File: config.mk
export PLATFORM = sky130hd
export DESIGN_NAME = id_ex_stage_flat
export DESIGN_NICKNAME = d
export VERILOG_FILES = /design/src/rtl/mips_pkg.sv /design/src/rtl/id_ex_stage_if.sv /design/src/rtl/id_ex_stage_hazard_detect.sv /design/src/rtl/id_ex_stage.sv /design/src/flat_wrapper.sv
export SDC_FILE = /design/constraint.sdc
export NUM_CORES = 1
export LEC_CHECK = 0
export BUFFER_PORTS_ARGS = -buffer_cell sky130_fd_sc_hd__buf_2
export CORE_MARGIN = 1.5
export CORE_UTILIZATION = 30
export CTS_CLUSTER_DIAMETER = 150
export DETAILED_ROUTE_END_ITERATION = 12
export PLACE_DENSITY_LB_ADDON = 0.1
export SYNTH_ARGS = -nofsm -noshare
export SYNTH_HDL_FRONTEND = slang
export SYNTH_SLANG_ARGS = --single-unit
File: constraint.sdc
create_clock -name clk -period 3.11 [get_ports clk]
set_input_delay 0.622 -clock clk [delete_from_list [all_inputs] [get_ports clk]]
set_output_delay 0.622 -clock clk [all_outputs]
set_load 0.01 [all_outputs]
File: src/rtl/mips_pkg.sv
// Shared definitions for the 32-bit MIPS pipeline: control-bundle width,
// bit positions inside the bundle, and the all-zero bubble control word.
package mips_pkg;

  localparam int CTRL_W = 9;

  // {reg_write, mem_read, mem_write, mem_to_reg, alu_src, reg_dst, alu_op[2:0]}
  localparam int CTRL_REG_WRITE  = 8;
  localparam int CTRL_MEM_READ   = 7;
  localparam int CTRL_MEM_WRITE  = 6;
  localparam int CTRL_MEM_TO_REG = 5;
  localparam int CTRL_ALU_SRC    = 4;
  localparam int CTRL_REG_DST    = 3;
  localparam int CTRL_ALU_OP     = 0;
  localparam int ALU_OP_W        = 3;

  localparam logic [CTRL_W-1:0] BUBBLE_CTRL = '0;

endpackage

File: src/rtl/id_ex_stage_if.sv
// ID/EX boundary bundle: ID-side inputs, WB bypass inputs and EX-side outputs.
// The master drives the ID/WB side; the slave is the ID/EX stage itself.
interface id_ex_stage_if #(
  parameter int N      = 32,
  parameter int CTRL_W = mips_pkg::CTRL_W,
  parameter int CNT_W  = 16
);
  logic              id_valid_in;
  logic [N-1:0]      id_pc_in;
  logic [N-1:0]      id_rdata1_in;
  logic [N-1:0]      id_rdata2_in;
  logic [N-1:0]      id_imm_in;
  logic [4:0]        id_rs_in;
  logic [4:0]        id_rt_in;
  logic [4:0]        id_rd_in;
  logic [CTRL_W-1:0] id_ctrl_in;
  logic              flush_in;
  logic              wb_reg_write_in;
  logic [4:0]        wb_write_reg_in;
  logic [N-1:0]      wb_write_data_in;

  logic              ex_valid_out;
  logic [N-1:0]      ex_pc_out;
  logic [N-1:0]      ex_rdata1_out;
  logic [N-1:0]      ex_rdata2_out;
  logic [N-1:0]      ex_imm_out;
  logic [4:0]        ex_rs_out;
  logic [4:0]        ex_rt_out;
  logic [4:0]        ex_dest_out;
  logic [CTRL_W-1:0] ex_ctrl_out;
  logic              stall_out;
  logic [CNT_W-1:0]  stall_count_out;

  modport master (
    output id_valid_in, id_pc_in, id_rdata1_in, id_rdata2_in, id_imm_in,
           id_rs_in, id_rt_in, id_rd_in, id_ctrl_in, flush_in,
           wb_reg_write_in, wb_write_reg_in, wb_write_data_in,
    input  ex_valid_out, ex_pc_out, ex_rdata1_out, ex_rdata2_out, ex_imm_out,
           ex_rs_out, ex_rt_out, ex_dest_out, ex_ctrl_out, stall_out,
           stall_count_out
  );

  modport slave (
    input  id_valid_in, id_pc_in, id_rdata1_in, id_rdata2_in, id_imm_in,
           id_rs_in, id_rt_in, id_rd_in, id_ctrl_in, flush_in,
           wb_reg_write_in, wb_write_reg_in, wb_write_data_in,
    output ex_valid_out, ex_pc_out, ex_rdata1_out, ex_rdata2_out, ex_imm_out,
           ex_rs_out, ex_rt_out, ex_dest_out, ex_ctrl_out, stall_out,
           stall_count_out
  );
endinterface

File: src/rtl/id_ex_stage_hazard_detect.sv
// Load-use hazard detector: a load in EX whose destination feeds the ID
// instruction forces a one-cycle stall unless a branch flush squashes ID.
module hazard_detect (
  input  logic       i_ex_valid,
  input  logic       i_ex_mem_read,
  input  logic [4:0] i_ex_dest,
  input  logic       i_id_valid,
  input  logic [4:0] i_id_rs,
  input  logic [4:0] i_id_rt,
  input  logic       i_flush,
  output logic       o_stall
);
  logic w_load_use;

  // $zero is never a real producer, so a load to it cannot create a hazard
  assign w_load_use = i_ex_valid & i_ex_mem_read & (i_ex_dest != 5'd0) & i_id_valid &
                      ((i_ex_dest == i_id_rs) | (i_ex_dest == i_id_rt));
  assign o_stall    = w_load_use & ~i_flush;
endmodule

File: src/rtl/id_ex_stage.sv
// ID/EX pipeline register with load-use stall, branch flush and a saturating
// stall-cycle counter. Optional WB->ID operand bypass under `WB_BYPASS_EN.
module id_ex_stage #(
  parameter int N      = 32,
  parameter int CTRL_W = mips_pkg::CTRL_W,
  parameter int CNT_W  = 16
) (
  input logic         clk,
  input logic         rst,
  id_ex_stage_if.slave bus
);
  import mips_pkg::*;

  logic              w_stall;
  logic [N-1:0]      w_op1, w_op2;
  logic [4:0]        w_dest;

  logic              r_vld_p1;
  logic [N-1:0]      r_pc_p1, r_rdata1_p1, r_rdata2_p1, r_imm_p1;
  logic [4:0]        r_rs_p1, r_rt_p1, r_dest_p1;
  logic [CTRL_W-1:0] r_ctrl_p1;
  logic [CNT_W-1:0]  r_stall_cnt;

  function automatic logic [CNT_W-1:0] sat_inc(input logic [CNT_W-1:0] v);
    return (&v) ? v : v + {{(CNT_W-1){1'b0}}, 1'b1};
  endfunction

  hazard_detect u_hazard (
    .i_ex_valid    (r_vld_p1),
    .i_ex_mem_read (r_ctrl_p1[CTRL_MEM_READ]),
    .i_ex_dest     (r_dest_p1),
    .i_id_valid    (bus.id_valid_in),
    .i_id_rs       (bus.id_rs_in),
    .i_id_rt       (bus.id_rt_in),
    .i_flush       (bus.flush_in),
    .o_stall       (w_stall)
  );

`ifdef WB_BYPASS_EN
  // Register file reads old data on a same-cycle write; forward the WB value
  assign w_op1 = (bus.wb_reg_write_in && bus.wb_write_reg_in != 5'd0 &&
                  bus.wb_write_reg_in == bus.id_rs_in) ? bus.wb_write_data_in : bus.id_rdata1_in;
  assign w_op2 = (bus.wb_reg_write_in && bus.wb_write_reg_in != 5'd0 &&
                  bus.wb_write_reg_in == bus.id_rt_in) ? bus.wb_write_data_in : bus.id_rdata2_in;
`else
  assign w_op1 = bus.id_rdata1_in;
  assign w_op2 = bus.id_rdata2_in;
`endif

  assign w_dest = bus.id_ctrl_in[CTRL_REG_DST] ? bus.id_rd_in : bus.id_rt_in;

  // ID -> EX boundary
  always_ff @(posedge clk or negedge rst) begin
    if (!rst) begin
      r_vld_p1    <= 1'b0;
      r_pc_p1     <= '0;
      r_rdata1_p1 <= '0;
      r_rdata2_p1 <= '0;
      r_imm_p1    <= '0;
      r_rs_p1     <= '0;
      r_rt_p1     <= '0;
      r_dest_p1   <= '0;
      r_ctrl_p1   <= BUBBLE_CTRL;
    end else if (bus.flush_in || w_stall) begin
      r_vld_p1    <= 1'b0;
      r_pc_p1     <= '0;
      r_rdata1_p1 <= '0;
      r_rdata2_p1 <= '0;
      r_imm_p1    <= '0;
      r_rs_p1     <= '0;
      r_rt_p1     <= '0;
      r_dest_p1   <= '0;
      r_ctrl_p1   <= BUBBLE_CTRL;
    end else begin
      r_vld_p1    <= bus.id_valid_in;
      r_pc_p1     <= bus.id_pc_in;
      r_rdata1_p1 <= w_op1;
      r_rdata2_p1 <= w_op2;
      r_imm_p1    <= bus.id_imm_in;
      r_rs_p1     <= bus.id_rs_in;
      r_rt_p1     <= bus.id_rt_in;
      r_dest_p1   <= w_dest;
      r_ctrl_p1   <= bus.id_valid_in ? bus.id_ctrl_in : BUBBLE_CTRL;
    end
  end

  always_ff @(posedge clk or negedge rst) begin
    if (!rst)         r_stall_cnt <= '0;
    else if (w_stall) r_stall_cnt <= sat_inc(r_stall_cnt);
  end

  assign bus.ex_valid_out    = r_vld_p1;
  assign bus.ex_pc_out       = r_pc_p1;
  assign bus.ex_rdata1_out   = r_rdata1_p1;
  assign bus.ex_rdata2_out   = r_rdata2_p1;
  assign bus.ex_imm_out      = r_imm_p1;
  assign bus.ex_rs_out       = r_rs_p1;
  assign bus.ex_rt_out       = r_rt_p1;
  assign bus.ex_dest_out     = r_dest_p1;
  assign bus.ex_ctrl_out     = r_ctrl_p1;
  assign bus.stall_out       = w_stall;
  assign bus.stall_count_out = r_stall_cnt;
endmodule

File: src/flat_wrapper.sv
// flat-port wrapper written by rule: the top's interface ports become plain ports
module id_ex_stage_flat import mips_pkg::*;
#(
  parameter int N      = 32,
  parameter int CTRL_W = mips_pkg::CTRL_W,
  parameter int CNT_W  = 16
)
  (clk, rst, bus_id_valid_in, bus_id_pc_in, bus_id_rdata1_in, bus_id_rdata2_in, bus_id_imm_in, bus_id_rs_in, bus_id_rt_in, bus_id_rd_in, bus_id_ctrl_in, bus_flush_in, bus_wb_reg_write_in, bus_wb_write_reg_in, bus_wb_write_data_in, bus_ex_valid_out, bus_ex_pc_out, bus_ex_rdata1_out, bus_ex_rdata2_out, bus_ex_imm_out, bus_ex_rs_out, bus_ex_rt_out, bus_ex_dest_out, bus_ex_ctrl_out, bus_stall_out, bus_stall_count_out);
  id_ex_stage_if #(.N(N), .CTRL_W(CTRL_W), .CNT_W(CNT_W)) bus_i ();
  input logic clk;
  input logic rst;
  input wire logic [$bits(bus_i.id_valid_in)-1:0] bus_id_valid_in;
  input wire logic [$bits(bus_i.id_pc_in)-1:0] bus_id_pc_in;
  input wire logic [$bits(bus_i.id_rdata1_in)-1:0] bus_id_rdata1_in;
  input wire logic [$bits(bus_i.id_rdata2_in)-1:0] bus_id_rdata2_in;
  input wire logic [$bits(bus_i.id_imm_in)-1:0] bus_id_imm_in;
  input wire logic [$bits(bus_i.id_rs_in)-1:0] bus_id_rs_in;
  input wire logic [$bits(bus_i.id_rt_in)-1:0] bus_id_rt_in;
  input wire logic [$bits(bus_i.id_rd_in)-1:0] bus_id_rd_in;
  input wire logic [$bits(bus_i.id_ctrl_in)-1:0] bus_id_ctrl_in;
  input wire logic [$bits(bus_i.flush_in)-1:0] bus_flush_in;
  input wire logic [$bits(bus_i.wb_reg_write_in)-1:0] bus_wb_reg_write_in;
  input wire logic [$bits(bus_i.wb_write_reg_in)-1:0] bus_wb_write_reg_in;
  input wire logic [$bits(bus_i.wb_write_data_in)-1:0] bus_wb_write_data_in;
  output wire logic [$bits(bus_i.ex_valid_out)-1:0] bus_ex_valid_out;
  output wire logic [$bits(bus_i.ex_pc_out)-1:0] bus_ex_pc_out;
  output wire logic [$bits(bus_i.ex_rdata1_out)-1:0] bus_ex_rdata1_out;
  output wire logic [$bits(bus_i.ex_rdata2_out)-1:0] bus_ex_rdata2_out;
  output wire logic [$bits(bus_i.ex_imm_out)-1:0] bus_ex_imm_out;
  output wire logic [$bits(bus_i.ex_rs_out)-1:0] bus_ex_rs_out;
  output wire logic [$bits(bus_i.ex_rt_out)-1:0] bus_ex_rt_out;
  output wire logic [$bits(bus_i.ex_dest_out)-1:0] bus_ex_dest_out;
  output wire logic [$bits(bus_i.ex_ctrl_out)-1:0] bus_ex_ctrl_out;
  output wire logic [$bits(bus_i.stall_out)-1:0] bus_stall_out;
  output wire logic [$bits(bus_i.stall_count_out)-1:0] bus_stall_count_out;
  assign bus_i.id_valid_in = bus_id_valid_in;
  assign bus_i.id_pc_in = bus_id_pc_in;
  assign bus_i.id_rdata1_in = bus_id_rdata1_in;
  assign bus_i.id_rdata2_in = bus_id_rdata2_in;
  assign bus_i.id_imm_in = bus_id_imm_in;
  assign bus_i.id_rs_in = bus_id_rs_in;
  assign bus_i.id_rt_in = bus_id_rt_in;
  assign bus_i.id_rd_in = bus_id_rd_in;
  assign bus_i.id_ctrl_in = bus_id_ctrl_in;
  assign bus_i.flush_in = bus_flush_in;
  assign bus_i.wb_reg_write_in = bus_wb_reg_write_in;
  assign bus_i.wb_write_reg_in = bus_wb_write_reg_in;
  assign bus_i.wb_write_data_in = bus_wb_write_data_in;
  assign bus_ex_valid_out = bus_i.ex_valid_out;
  assign bus_ex_pc_out = bus_i.ex_pc_out;
  assign bus_ex_rdata1_out = bus_i.ex_rdata1_out;
  assign bus_ex_rdata2_out = bus_i.ex_rdata2_out;
  assign bus_ex_imm_out = bus_i.ex_imm_out;
  assign bus_ex_rs_out = bus_i.ex_rs_out;
  assign bus_ex_rt_out = bus_i.ex_rt_out;
  assign bus_ex_dest_out = bus_i.ex_dest_out;
  assign bus_ex_ctrl_out = bus_i.ex_ctrl_out;
  assign bus_stall_out = bus_i.stall_out;
  assign bus_stall_count_out = bus_i.stall_count_out;
  id_ex_stage #(.N(N), .CTRL_W(CTRL_W), .CNT_W(CNT_W)) u_core (.clk(clk), .rst(rst), .bus(bus_i));
endmodule
; Word-level counts from Yosys, hierarchy flattened
; Index checks and enable logic that the tools add are counted.
[totals]
ff_bits = 169
input_bits = 194
word_cells = 36
[op_classes]
n_addsub = 1
eq_ne = 2
muxes = 11
n_bitwise = 8
n_reduce_logical = 4
[ops]
columns = cell, n
row1 = two-way mux 32 bit, 4
row2 = two-way mux 5 bit, 4
row3 = two-way mux 9 bit, 2
row4 = "adder 16 x 1 -> 16 bit, second input constant", 1
row5 = AND reduction 16 bit, 1
row6 = equality test 5 bit, 2
row7 = AND 1 bit, 5
row8 = nonzero test 5 bit, 1
row9 = NOT 1 bit, 2
row10 = AND reduction 2 bit, 1
row11 = logical OR 1 bit, 1
row12 = two-way mux 1 bit, 1
row13 = bitwise OR 1 bit, 1

; Depth between registers and ports, before layout
[depth]
depth_word = 7
mapped_depth = 7
mapped_depth_nobuf = 6

; By module
; A second synthesis with hierarchy kept.
[unflattened]
cells_unflattened = 418
hier_area_um2 = 5840.6
[modules_own_cells]
columns = module, instances, cells_per_inst, area_each_um2
row1 = id_ex_stage, 1, 400, 5700.5
row2 = hazard_detect, 1, 18, 140.1

; Worst setup path before layout
; No wires, ideal clock.
[synth_timing]
path_kind = input to output
from = input bus_id_rt_in[4]
to = output bus_stall_out
t_arrival_ns = 1.670
required_ns = 2.488
path_slack_ns = 0.818
cell_stages = 5
path_buffers = 1
path_cell_list = xnor2_1 nand3_1 o22ai_2 clkbuf_1 and2_1
[synth_via]
elab_chain_cells = 4
[synth_rtl]
columns = item, line
row1 = start: declaration, flat_wrapper.sv:18  ; input wire logic [$bits(bus_i.id_rt_in)-1:0] bus_id_rt_in;
row2 = equality test 5 bit, id_ex_stage_hazard_detect.sv:17  ; ((i_ex_dest == i_id_rs) | (i_ex_dest == i_id_rt));
row3 = bitwise OR 1 bit, id_ex_stage_hazard_detect.sv:17
row4 = AND 1 bit, id_ex_stage_hazard_detect.sv:16  ; assign w_load_use = i_ex_valid & i_ex_mem_read & (i_ex_dest != 5'd0) & i_id_valid &
row5 = AND 1 bit, id_ex_stage_hazard_detect.sv:18  ; assign o_stall = w_load_use & ~i_flush;
row6 = end: declaration, flat_wrapper.sv:34  ; output wire logic [$bits(bus_i.stall_out)-1:0] bus_stall_out;
; No other way between the ends.

; Final worst setup path
[layout_timing]
from = register u_core.r_dest_p1[1] (netlist: u_core.bus.ex_dest_out[1])
to = output bus_stall_out
[layout_via]
elab_chain_cells = 5
[layout_rtl]
columns = item, line
row1 = start: declaration, id_ex_stage.sv:20  ; logic [4:0] r_rs_p1, r_rt_p1, r_dest_p1;
row2 = start signal: assignment, id_ex_stage.sv:82  ; r_dest_p1 <= w_dest;
row3 = nonzero test 5 bit, id_ex_stage_hazard_detect.sv:16
row4 = AND 1 bit (2 in series), id_ex_stage_hazard_detect.sv:16
row5 = AND 1 bit (*), id_ex_stage_hazard_detect.sv:16
row6 = AND 1 bit (*), id_ex_stage_hazard_detect.sv:18
; Mark *: on every way between the ends. The rest lies on a longest branch, timed or not.

==> impl_results.md <==
* Critical path, cell by cell: or4_4 > o2111ai_2 > nor2_1 > and2_1 > buf_2
* Final wirelength at 15400 um
* Peak supply drop at 0.000357 V
* RSZ-0062 raised after global routing: no
* Vias in the first global route at 4444
* I/O pins at 364
* Wire length per cell at 14.8 um
* Fin crit period at 2.79 ns
* Skew final at 0.00556 ns
* Worst EP required at 2.49 ns
* Leakage at 4.55 nW
* Fin crit share at 0.896
* Clk pwr share at 0.432
* Final-report hold violation count at 0
* Synth-to-layout area growth at 41.7%
* Critical path buffers and inverters at 1
* PortBufs at 325
* Crit-path max FO at 6
* Status: finished clean
* Critical path endpoint category: output port
* Synth cell count leaders: 169 x dfrtp_1, 148 x and2_1, 21 x xnor2_1
* Die X at 144 um
* Post-route insts no fill at 1039
* DIE AREA at 0.0208 mm^2
* # placed instances at 1006
* Cell row count at 51
* Worst setup margin at 0.324 ns
* Placer Congestion at 0.785
* Share of Yosys cell area claimed by the top area cell type at 0.708
* Sw power at 0.00112 W
* CTS tree: yes
* Vias at 4303
* Worst setup SP type: register
* Drt first pass iters at 4
* Tightest Pin Transition at 0.545 ns
* Fin nets at 955
* Synth warn at 0
* Detailed Place HPWL at 11200 um
* Max_cap viols at 0
* Seq pwr share at 0.477
* Clock tree buffer depth at 2
* Total GRT Usage at 0.150
* Final setup TNS at 0 ns
* CTS root buffer: clkbuf_16
* Skew-Pair Late Insertion Delay at 0.42 ns
* Synth Area per Inst at 13.9 um^2
* Internal Power at 0.00376 W
* Area of the core at 0.0195 mm^2
* PostCTS Resize Cnt at 0
* Clk slew on worst S/H paths at 0.06 ns
* Top_reg_cell synth: dfrtp_1
* Number of flops mapped to enable cells by yosys at 0
* Worst hold slack at 0.193 ns
* Cell count after synthesis at 431
* First-pass GRT wire length at 23100 um
* Total power at 0.00488 W
* CTS sink cnt at 169
* Count leader, synth: dfrtp_1
* CP delay by family, top: simple AND/OR/NAND/NOR gates
* Layout cells sized above 1 at 0.477
* Max-slew violations at 0
* Dpl ws at 0.757 ns
* Mapped Area at 0.00597 mm^2
* Largest stage delay, worst path at 0.57 ns
* Largest net degree at the start of global routing at 144
* Async S/R FF share, synth at 1.00
* Final setup viols at 0
* Sequential fraction of the synthesis area at 0.708
* Top area cells in the synthesized netlist: dfrtp_1 71%, and2_1 16%, xnor2_1 3.1%
* Cell taking the most area after synthesis: dfrtp_1
* Crit-path slowest cell: or4_4
* Starting DRT DRC Count at 129
* Combinational share of power at 0.091
* Residual DRC at 0
* CTS buffer count at 17
* H-tree levels at 4
* Net Count, Synth at 626
* Grt ovf at 0
* Crit Path Category: reg -> out
* CTS Hold Bufs at 0
* CP arrival at 2.16 ns
* Hold Path Class: in -> async
* Starting density of the core at 0.306
* Die Y at 144 um
* Initial antenna violation count at 1
* Final ANT Viol Nets at 0
* Synth Register Bits at 169
* Pwr per Cell Area at 576 mW/mm^2
* Worst rel slew slack at 0.637
* Max Clock Freq at 359 MHz
* Vias/cell at 4.14
* Sw frac at 0.229
* Cell variety after synth at 32
* Post-CTS Setup Bufs at 0
layer usage:
layer | part of all wire | track usage | wire length (um)
met5 | 0 | 0 | 0
met2 | 0.49 | 0.252 | 7470
met3 | 0.12 | 0.0692 | 1850
met1 | 0.38 | 0.163 | 5810
met4 | 0.014 | 0.0612 | 220
per-stage QoR:
stage,util,area [um^2]
final,0.434,8470
after floorplan,-,5970
after global placement,0.403,7870
after global routing,0.433,8460
after CTS,0.433,8460
after detailed placement,0.403,7870
state kept, by name (all words and copies together), names as in the netlist:
signal and count:
u_core.bus.ex_ctrl_out 9, u_core.bus.ex_dest_out 5, u_core.bus.ex_imm_out 32, u_core.bus.ex_pc_out 32, u_core.bus.ex_rdata1_out 32, u_core.bus.ex_rdata2_out 32
u_core.bus.ex_rs_out 5, u_core.bus.ex_rt_out 5, u_core.bus.ex_valid_out 1, u_core.bus.stall_count_out 16
final cells by class:
type | instances | area [um^2]
fill | 1910 | 11100
clock inverter | 10 | 116
antenna | 1 | 2.50
multi-input combinational | 242 | 1610
sequential | 169 | 4230
tap | 265 | 332
clock buffer | 22 | 474
timing repair buffer | 330 | 1710
power by group through the flow:
stage                     Sequential [W]  Clock (W)  Combinational, W
after floorplan                  0.00243          0          0.000126
after global placement           0.00237          0          0.000451
after detailed placement         0.00237          0          0.000458
after CTS                        0.00233    0.00218          0.000459
after global routing             0.00234    0.00228          0.000499
final                            0.00233    0.00211          0.000444
path summary, 6_finish.rpt:
path                                                from                            end  slack (ns)  cells after the start
max                            u_core.bus.ex_dest_out[1]                  bus_stall_out        0.32                      5
min                                                  rst  u_core.bus.stall_count_out[5]        0.19                      2
max reg2reg                u_core.bus.stall_count_out[0]  u_core.bus.stall_count_out[1]        0.77                      6
min reg2reg                u_core.bus.stall_count_out[6]  u_core.bus.stall_count_out[6]        0.51                      1
max in group asynchronous                            rst       u_core.bus.ex_pc_out[12]        2.47                      2
min in group clk                    bus_id_rdata2_in[13]   u_core.bus.ex_rdata2_out[13]        0.40                      2
cell families after synthesis:
family,count (synthesis),share of synthesized area
AO/OA/AOI/OAI,6,0.0109
adder cells (fa/ha/maj),1,0.00209
XOR/XNOR,23,0.0337
AND/OR/NAND/NOR,204,0.208
buffers and inverters,20,0.0233
flip-flops,169,0.708
multiplexers,8,0.0140
layout by cell type (no fill, tap or decap), drive strengths merged, types with 2 or more instances in the layout:
cell type	instances
nor4	3
dfrtp	169
nor2	5
nand4	10
and2	148
nor2b	5
buf	330
a21oi	2
or2	2
nand3	12
xnor2	21
mux2i	5
clkinv	5
clkbuf	22
xor2	2
nor3	2
mux2	3
nor4b	2
nand2b	2
bufinv	2
clkinvlp	2
nand2	8
Note: power is estimated with default switching activity, not from simulation.
